--- src/rtl/dac_spi_pkg.sv ---
// Shared types and constants for the DAC SPI frame sequencer.
package dac_spi_pkg;

    typedef enum logic [2:0] {
        ST_IDLE,
        ST_SHIFT,
        ST_GAP,
        ST_LDAC,
        ST_DONE
    } state_e;

    localparam logic [3:0] CMD_DAC_A = 4'b0011;
    localparam logic [3:0] CMD_DAC_B = 4'b1011;

endpackage

--- src/rtl/spi_tick_gen.sv ---
// Divides clk into ticks; one tick marks one SCLK half-period.
module spi_tick_gen #(
    parameter int CLK_DIV = 2
) (
    input  logic clk,
    input  logic rst,
    input  logic clear,
    input  logic enable,
    output logic tick
);

    localparam int CW = (CLK_DIV > 1) ? $clog2(CLK_DIV) : 1;

    logic [CW-1:0] cnt_q, cnt_d;

    always_comb begin
        tick  = enable && (cnt_q == CW'(CLK_DIV - 1));
        cnt_d = cnt_q;
        if (clear) begin
            cnt_d = '0;
        end else if (enable) begin
            cnt_d = tick ? '0 : cnt_q + 1'b1;
        end
    end

    always_ff @(posedge clk) begin
        if (rst) begin
            cnt_q <= '0;
        end else begin
            cnt_q <= cnt_d;
        end
    end

endmodule

--- src/rtl/dac_spi_seq.sv ---
// Sends one {cmd,data} SPI frame per DAC channel, then pulses LDAC.
module dac_spi_seq
    import dac_spi_pkg::*;
#(
    parameter int NUM_CH      = 2,
    parameter int DATA_W      = 12,
    parameter int CMD_W       = 4,
    parameter int CLK_DIV     = 2,
    parameter int LDAC_TICKS  = 1,
    parameter int AUTO_PERIOD = 0
) (
    input  logic                     clk,
    input  logic                     rst,
    input  logic                     start,
    input  logic [NUM_CH*DATA_W-1:0] data_in,
    input  logic [NUM_CH*CMD_W-1:0]  cmd_in,
    output logic                     sclk,
    output logic                     cs_n,
    output logic                     sdi,
    output logic                     ldac,
    output logic                     busy,
    output logic                     done,
    output logic                     overrun
);

    localparam int FRAME_W = CMD_W + DATA_W;
    localparam int BIT_W   = $clog2(FRAME_W);
    localparam int CH_W    = (NUM_CH > 1) ? $clog2(NUM_CH) : 1;
    localparam int LD_W    = (LDAC_TICKS > 1) ? $clog2(LDAC_TICKS) : 1;

    state_e               state_q, state_d;
    logic [CH_W-1:0]      ch_q, ch_d, nxt_ch;
    logic [BIT_W-1:0]     bit_q, bit_d;
    logic [LD_W-1:0]      ld_q, ld_d;
    logic [FRAME_W-1:0]   sr_q, sr_d;
    logic [FRAME_W-1:0]   words_q [NUM_CH];
    logic [FRAME_W-1:0]   words_d [NUM_CH];
    logic sclk_q, sclk_d, cs_n_q, cs_n_d, sdi_q, sdi_d;
    logic ldac_q, ldac_d, busy_q, busy_d;
    logic done_q, done_d, ovr_q, ovr_d;
    logic trig, accept, auto_trig;
    logic tick, tick_clr, tick_en;

    generate
        if (AUTO_PERIOD > 0) begin : g_auto
            localparam int AW = (AUTO_PERIOD > 1) ? $clog2(AUTO_PERIOD) : 1;
            logic [AW-1:0] auto_q, auto_d;
            always_comb begin
                auto_trig = (auto_q == AW'(AUTO_PERIOD - 1));
                auto_d    = auto_trig ? '0 : auto_q + 1'b1;
            end
            always_ff @(posedge clk) begin
                if (rst) auto_q <= '0;
                else     auto_q <= auto_d;
            end
        end else begin : g_no_auto
            assign auto_trig = 1'b0;
        end
    endgenerate

    spi_tick_gen #(
        .CLK_DIV(CLK_DIV)
    ) u_tick (
        .clk   (clk),
        .rst   (rst),
        .clear (tick_clr),
        .enable(tick_en),
        .tick  (tick)
    );

    always_comb begin
        state_d  = state_q;
        ch_d     = ch_q;
        bit_d    = bit_q;
        ld_d     = ld_q;
        sr_d     = sr_q;
        words_d  = words_q;
        sclk_d   = sclk_q;
        cs_n_d   = cs_n_q;
        sdi_d    = sdi_q;
        ldac_d   = ldac_q;
        busy_d   = busy_q;
        done_d   = 1'b0;
        ovr_d    = ovr_q;
        nxt_ch   = ch_q + 1'b1;
        trig     = start | auto_trig;
        accept   = trig && (state_q == ST_IDLE || state_q == ST_DONE);
        tick_clr = accept;
        tick_en  = (state_q == ST_SHIFT) || (state_q == ST_GAP) ||
                   (state_q == ST_LDAC);
        if (trig && !accept) ovr_d = 1'b1;

        unique case (state_q)
            ST_IDLE, ST_DONE: begin
                if (accept) begin
                    for (int i = 0; i < NUM_CH; i++) begin
                        words_d[i] = {cmd_in[i*CMD_W +: CMD_W],
                                      data_in[i*DATA_W +: DATA_W]};
                    end
                    state_d = ST_SHIFT;
                    ch_d    = '0;
                    bit_d   = '0;
                    ld_d    = '0;
                    sr_d    = words_d[0];
                    sdi_d   = words_d[0][FRAME_W-1];
                    sclk_d  = 1'b0;
                    cs_n_d  = 1'b0;
                    ldac_d  = 1'b0;
                    busy_d  = 1'b1;
                end else begin
                    state_d = ST_IDLE;
                end
            end
            ST_SHIFT: begin
                if (tick && !sclk_q) begin
                    sclk_d = 1'b1;
                end else if (tick) begin
                    // Falling edge: present the next bit or close the frame
                    sclk_d = 1'b0;
                    if (bit_q == BIT_W'(FRAME_W - 1)) begin
                        state_d = ST_GAP;
                        cs_n_d  = 1'b1;
                        sdi_d   = 1'b0;
                        bit_d   = '0;
                    end else begin
                        bit_d = bit_q + 1'b1;
                        sr_d  = sr_q << 1;
                        sdi_d = sr_q[FRAME_W-2];
                    end
                end
            end
            ST_GAP: begin
                if (tick) begin
                    if (ch_q != CH_W'(NUM_CH - 1)) begin
                        state_d = ST_SHIFT;
                        ch_d    = nxt_ch;
                        cs_n_d  = 1'b0;
                        sr_d    = words_q[nxt_ch];
                        sdi_d   = words_q[nxt_ch][FRAME_W-1];
                    end else if (LDAC_TICKS == 0) begin
                        state_d = ST_DONE;
                        done_d  = 1'b1;
                        busy_d  = 1'b0;
                    end else begin
                        state_d = ST_LDAC;
                        ldac_d  = 1'b1;
                        ld_d    = '0;
                    end
                end
            end
            ST_LDAC: begin
                if (tick) begin
                    if (ld_q == LD_W'(LDAC_TICKS - 1)) begin
                        state_d = ST_DONE;
                        ldac_d  = 1'b0;
                        done_d  = 1'b1;
                        busy_d  = 1'b0;
                    end else begin
                        ld_d = ld_q + 1'b1;
                    end
                end
            end
            default: state_d = ST_IDLE;
        endcase
    end

    always_ff @(posedge clk) begin
        if (rst) begin
            state_q <= ST_IDLE;
            ch_q    <= '0;
            bit_q   <= '0;
            ld_q    <= '0;
            sr_q    <= '0;
            for (int i = 0; i < NUM_CH; i++) words_q[i] <= '0;
            sclk_q  <= 1'b0;
            cs_n_q  <= 1'b1;
            sdi_q   <= 1'b0;
            ldac_q  <= 1'b0;
            busy_q  <= 1'b0;
            done_q  <= 1'b0;
            ovr_q   <= 1'b0;
        end else begin
            state_q <= state_d;
            ch_q    <= ch_d;
            bit_q   <= bit_d;
            ld_q    <= ld_d;
            sr_q    <= sr_d;
            words_q <= words_d;
            sclk_q  <= sclk_d;
            cs_n_q  <= cs_n_d;
            sdi_q   <= sdi_d;
            ldac_q  <= ldac_d;
            busy_q  <= busy_d;
            done_q  <= done_d;
            ovr_q   <= ovr_d;
        end
    end

    assign sclk    = sclk_q;
    assign cs_n    = cs_n_q;
    assign sdi     = sdi_q;
    assign ldac    = ldac_q;
    assign busy    = busy_q;
    assign done    = done_q;
    assign overrun = ovr_q;

endmodule

--- config.mk ---
export PLATFORM = sky130hd
export DESIGN_NAME = dac_spi_seq
export DESIGN_NICKNAME = d
export VERILOG_FILES = /design/src/rtl/dac_spi_pkg.sv /design/src/rtl/spi_tick_gen.sv /design/src/rtl/dac_spi_seq.sv
export SDC_FILE = /design/constraint.sdc
export NUM_CORES = 1
export LEC_CHECK = 0
export CAP_MARGIN = 20
export CORE_MARGIN = 2
export CORE_UTILIZATION = 35
export CTS_CLUSTER_SIZE = 10
export DETAILED_ROUTE_END_ITERATION = 10
export PLACE_DENSITY = 0.58
export SLEW_MARGIN = 25
export SYNTH_ARGS = -nofsm -noshare
export SYNTH_HDL_FRONTEND = slang
export SYNTH_SLANG_ARGS = --single-unit
--- constraint.sdc ---
create_clock -name clk -period 3.4 [get_ports clk]
set_input_delay 0.68 -clock clk [delete_from_list [all_inputs] [get_ports clk]]
set_output_delay 0.68 -clock clk [all_outputs]
set_load 0.1 [all_outputs]
# Word level (Yosys, flattened, before mapping)
# Cells that the tools add are included.
[totals]
inputBits = 35
out_inout_bits = 7
register_bits = 64
wordCells = 126
[op_classes]
bitwise = 3
reduce_logical = 29
n_eq_ne = 16
mux = 58
add_sub_neg = 4
order_cmp = 1
[ops]
columns = ["op", "count"]
rows = [
  ["$mux 15", 6],
  ["$mux 16", 3],
  ["$pmux 15 s3", 1],
  ["$mux 1", 28],
  ["$mux 3", 6],
  ["$ne 2x2->1 const B", 9],
  ["$reduce_and 6->1", 3],
  ["$mux 4", 4],
  ["$reduce_and 7->1", 2],
  ["$pmux 1 s3", 4],
  ["$pmux 3 s4", 1],
  ["$pmux 4 s2", 1],
  ["$reduce_and 4->1", 2],
  ["$eq 3x2->1 const B", 2],
  ["$pmux 1 s2", 3],
  ["$reduce_and 3->1", 2],
  ["$reduce_bool 2->1", 3],
  ["$reduce_bool 3->1", 2],
  ["$reduce_and 5->1", 1],
  ["$add 4x1->4 const B", 1],
  ["$eq 4x4->1 const B", 1],
  ["$logic_and 1x1->1", 4],
  ["$reduce_or 2->1", 2],
  ["$add 1x1->1 const B", 3],
  ["13 further kinds", 17],
]

# Longest topological paths before layout
[depth]
ltp_word = 8
mapped_depth = 8
mapped_depth_nobuf = 6

# Modules after synthesis
# A second synthesis with hierarchy kept.
[unflattened]
cells_unflattened = 429
area_unflattened_um2 = 3275.6
[modules_own_cells]
columns = ["module", "seq_area_each_um2", "n_inst", "area_each_um2", "cells_per_inst"]
rows = [
  ["dac_spi_seq", 1241.2, 1, 3229.3, 425],
  ["spi_tick_gen", 20.0, 1, 46.3, 4],
]

# Least setup slack after synthesis
# OpenSTA, ideal clock, no wires.
[synth_path]
path_kind = "reg2reg"
startpoint = "register sclk_q, in the netlist sclk"
endpoint = "register sr_q[10]"
path_stages_with_launch = 7
arrival_ps = 2019
slack_ps = 1310
path_buffers = 2
path_cell_list = "dfxtp_1 buf_2 nand2_1 a21oi_4 buf_2 o211ai_1 a21oi_1"
[synth_between]
elab_chain_len = 4
[synth_rtl]
columns = ["element", "line", "rtl"]
rows = [
  ["start, declared", "dac_spi_seq.sv:38", "logic sclk_q, sclk_d, cs_n_q, cs_n_d, sdi_q, sdi_d;"],
  ["start signal, assigned", "dac_spi_seq.sv:189", "sclk_q <= sclk_d;"],
  ["$logic_not 1->1", "dac_spi_seq.sv:115", "if (tick && !sclk_q) begin"],
  ["$logic_and 1x1->1", "dac_spi_seq.sv:115", ""],
  ["$ne 2x2->1 (no source line)", "-", ""],
  ["$reduce_and 7->1 (no source line)", "-", ""],
  ["end signal, assigned", "dac_spi_seq.sv:187", "sr_q <= sr_d;"],
  ["end, declared", "dac_spi_seq.sv:35", "logic [FRAME_W-1:0] sr_q, sr_d;"],
]
# Every way passes these cells.
# A chain may end at the register's enable or synchronous reset.

# Final worst setup path
[layout_path]
startpoint = "register done_q, in the netlist done"
endpoint = "output port done"
[layout_rtl]
columns = ["element", "line", "rtl"]
rows = [
  ["start, declared", "dac_spi_seq.sv:40", "logic done_q, done_d, ovr_q, ovr_d;"],
  ["start signal, assigned", "dac_spi_seq.sv:194", "done_q <= done_d;"],
  ["end, declared", "dac_spi_seq.sv:22", "output logic done,"],
]
# No word-level cell between the ends.

==> impl_metrics.yaml <==
yosys:
  synth_area_per_cell_um2: 7.58
  synth_edf_count: 0
  yosysTopAreaCellShare_pct: 43.1
  async_flop_share_pct: 0
  ys.flop_type: "dfxtp_1"
  synth_cell_types: 43
  synth.most_common_cell: "nand2_1"
  ys_warn_count: 0
  synth_largest_area_cell: "dfxtp_1"
  synth_common_cells: "nand2_1, a21oi_1, dfxtp_1"
  synthesis.area_um2: 2840
  synth_cells: 374
  synth-seq-area-share_pct: 43.1
  synth_seq_cells: 61
  synth_fp_nets: 410
  yosys-top-cells-area: "dfxtp_1, a21oi_1, nand2_1"
power:
  power_leakage_nw: 1.24
  vdd_drop_max_mv: 0.223
  power_density_nw_per_um2: 490
clocking:
  clk_pin_slew_ns: 0.06
  cts_tree: "done"
  cts_buffers: 9
  clkLatencyLatePin_ns: 0.34
  ctsResizeCount: 0
  clockBufferDepth: 2
  clock_sinks: 61
  holdBufCountCts: 0
  cts_setup_buffers: 0
  htree_levels: 3
  cts_root_buffer: "clkbuf_8"
drt:
  drt_pass1_iterations: 4
  drt-wirelength-per-cell_um: 15.2
  totalWireLength_mm: 7.76
  detail_route.iter0.violations: 160
  viasPerCell: 5.33
  drc_errors: 0
  drt.antenna.violating_nets: 0
  vias: 2714
grt:
  antenna_found_initial: 0
  grt_pass1_wl_mm: 13.0
  track_usage_pct: 19.0
  grt_pass1_vias: 2654
  grt-ovfl-total: 0
  grt_max_degree: 49
floorplan:
  die_w_um: 94.0
  die_y_um: 94.0
  initial_utilization_pct: 36.3
  die_area_um2: 8840
  rows: 32
  io_pins: 42
  core-area_um2: 7810
finish:
  final_util_pct: 44.4
  drive_above_1_share_pct: 9.58
  fill_cells: 798
  layout.cells.non_filler: 509
  nets: 439
  n_antenna_cell: 0
  multi_input_area_um2: 1460
  final_cell_area_um2: 3470
  area_delta_synth_final_pct: 22.3
  register_area_um2: 1220
place:
  hpwl_mm: 4.99
  place.port_buffers: 41
  place.gp.congestion: 0.813
  dp_cells: 494
  placed_cell_area_um2: 3290
critical_path:
  critPathBufInv: 1
  crit_type: "reg -> out"
  worstPathArrival_ns: 1.77
  crit_slowest_cell: "clkdlybuf4s50_1"
  cp-end-kind: "primary output"
  critical-path-max-stage-delay_ns: 1.13
  critPathTopFamily: "buffers and inverters"
  critPathMaxFanout: 1
  crit_chain: "clkdlybuf4s50_1"
  cp.required_ns: 2.72
  startpoint_type: "flip-flop"
sta:
  skew_ns: 0.00566
  tns_ns: 0
  final-max-slew-violation-count: 0
  fmax_mhz: 408
  tightestPinTransition_ns: 0.971
  min_period_over_period_pct: 72.1
  rsz0062_at_grt: "no"
  slew_headroom_pct: 35.0
  hold_viol_final: 0
  setup_viol: 0
  period_needed_ns: 2.45
status:
  outcome: "finished clean"
min_path:
  min_path_type: "reg -> reg"
job:
  cap_violations: 0
## registers in the layout (all words and copies together) (netlist names)
name,cells
overrun,1
busy,1
ldac,1
sdi,1
u_tick.cnt_q,1
sclk,1
words_q,30
sr_q,15
bit_q,4
ch_q,1
done,1
cs_n,1
state_q,3
## metrics by stage
step	power, mW	hold slack, ns	worst slack (ns)
after global placement	1.12	0.440	0.803
after detailed placement	1.12	0.446	0.745
after global routing	1.79	0.472	0.877
after CTS	1.71	0.456	0.931
final	1.70	0.455	0.949
after floorplan	1.02	0.432	1.31
## logic make-up after synthesis
logic type | share of synthesized area (%)
AOI/OAI and AO/OA | 27.1
adders and majority gates | 0.441
buffers and inverters | 5.78
DFF | 43.1
muxes | 1.85
and+or+nand+nor | 21.7
## layout make-up
cell class	instances	share of cell area [%]
Inverter	5	0.541
Tap cell	102	3.68
Timing Repair Buffer	51	13.4
Clock buffer	14	4.98
Sequential cell	61	35.2
Clock inverter	1	0.144
Multi-Input combinational cell	275	42.0
## placed cells by master, fill, tap and decap left out, drive strengths merged, types with 4 or more instances in the layout
cell type and instances:
o211ai 12, a211oi 4, clkdlybuf4s50 34, nor3 6, dfxtp 61, nand2 81
clkbuf 14, nor2 28, a21oi 75, nand3 5, buf 17, a31oi 9
o21ai 15
## where the power goes
group	internal, mW	switching [mW]
clock network	0.320	0.270
registers	0.765	0.0331
logic	0.122	0.188
total	1.21	0.491
## worst reg2reg max path, stage by stage, from the launching register on
cell and delay, ns:
dfxtp_1 0.81, nand2b_1 0.65, a21o_1 0.37, a22o_1 0.23, mux2i_1 0.13, nor2_1 0.05
## routing by layer
metal	up-vias	wire [µm]	GRT usage, %	part of all wire [%]
li1	1362	-	-	-
met1	1273	3640	24.8	47
met4	0	63	6.52	0.81
met5	-	0	0	0
met3	4	454	4.49	5.8
met2	75	3610	30.8	46
## path summary, 6_finish.rpt
check	from	end	slack, ns	cells after the start
max	done$_SDFF_PP0_	done	0.95	1
min reg2reg	sr_q[2]$_SDFFE_PP0P_	sr_q[2]$_SDFFE_PP0P_	0.46	2
max reg2reg	state_q[1]$_SDFFE_PP0P_	sdi$_SDFFE_PP0P_	1.02	5
min	sr_q[2]$_SDFFE_PP0P_	sr_q[2]$_SDFFE_PP0P_	0.46	2
(Power assumes the default switching activity.)
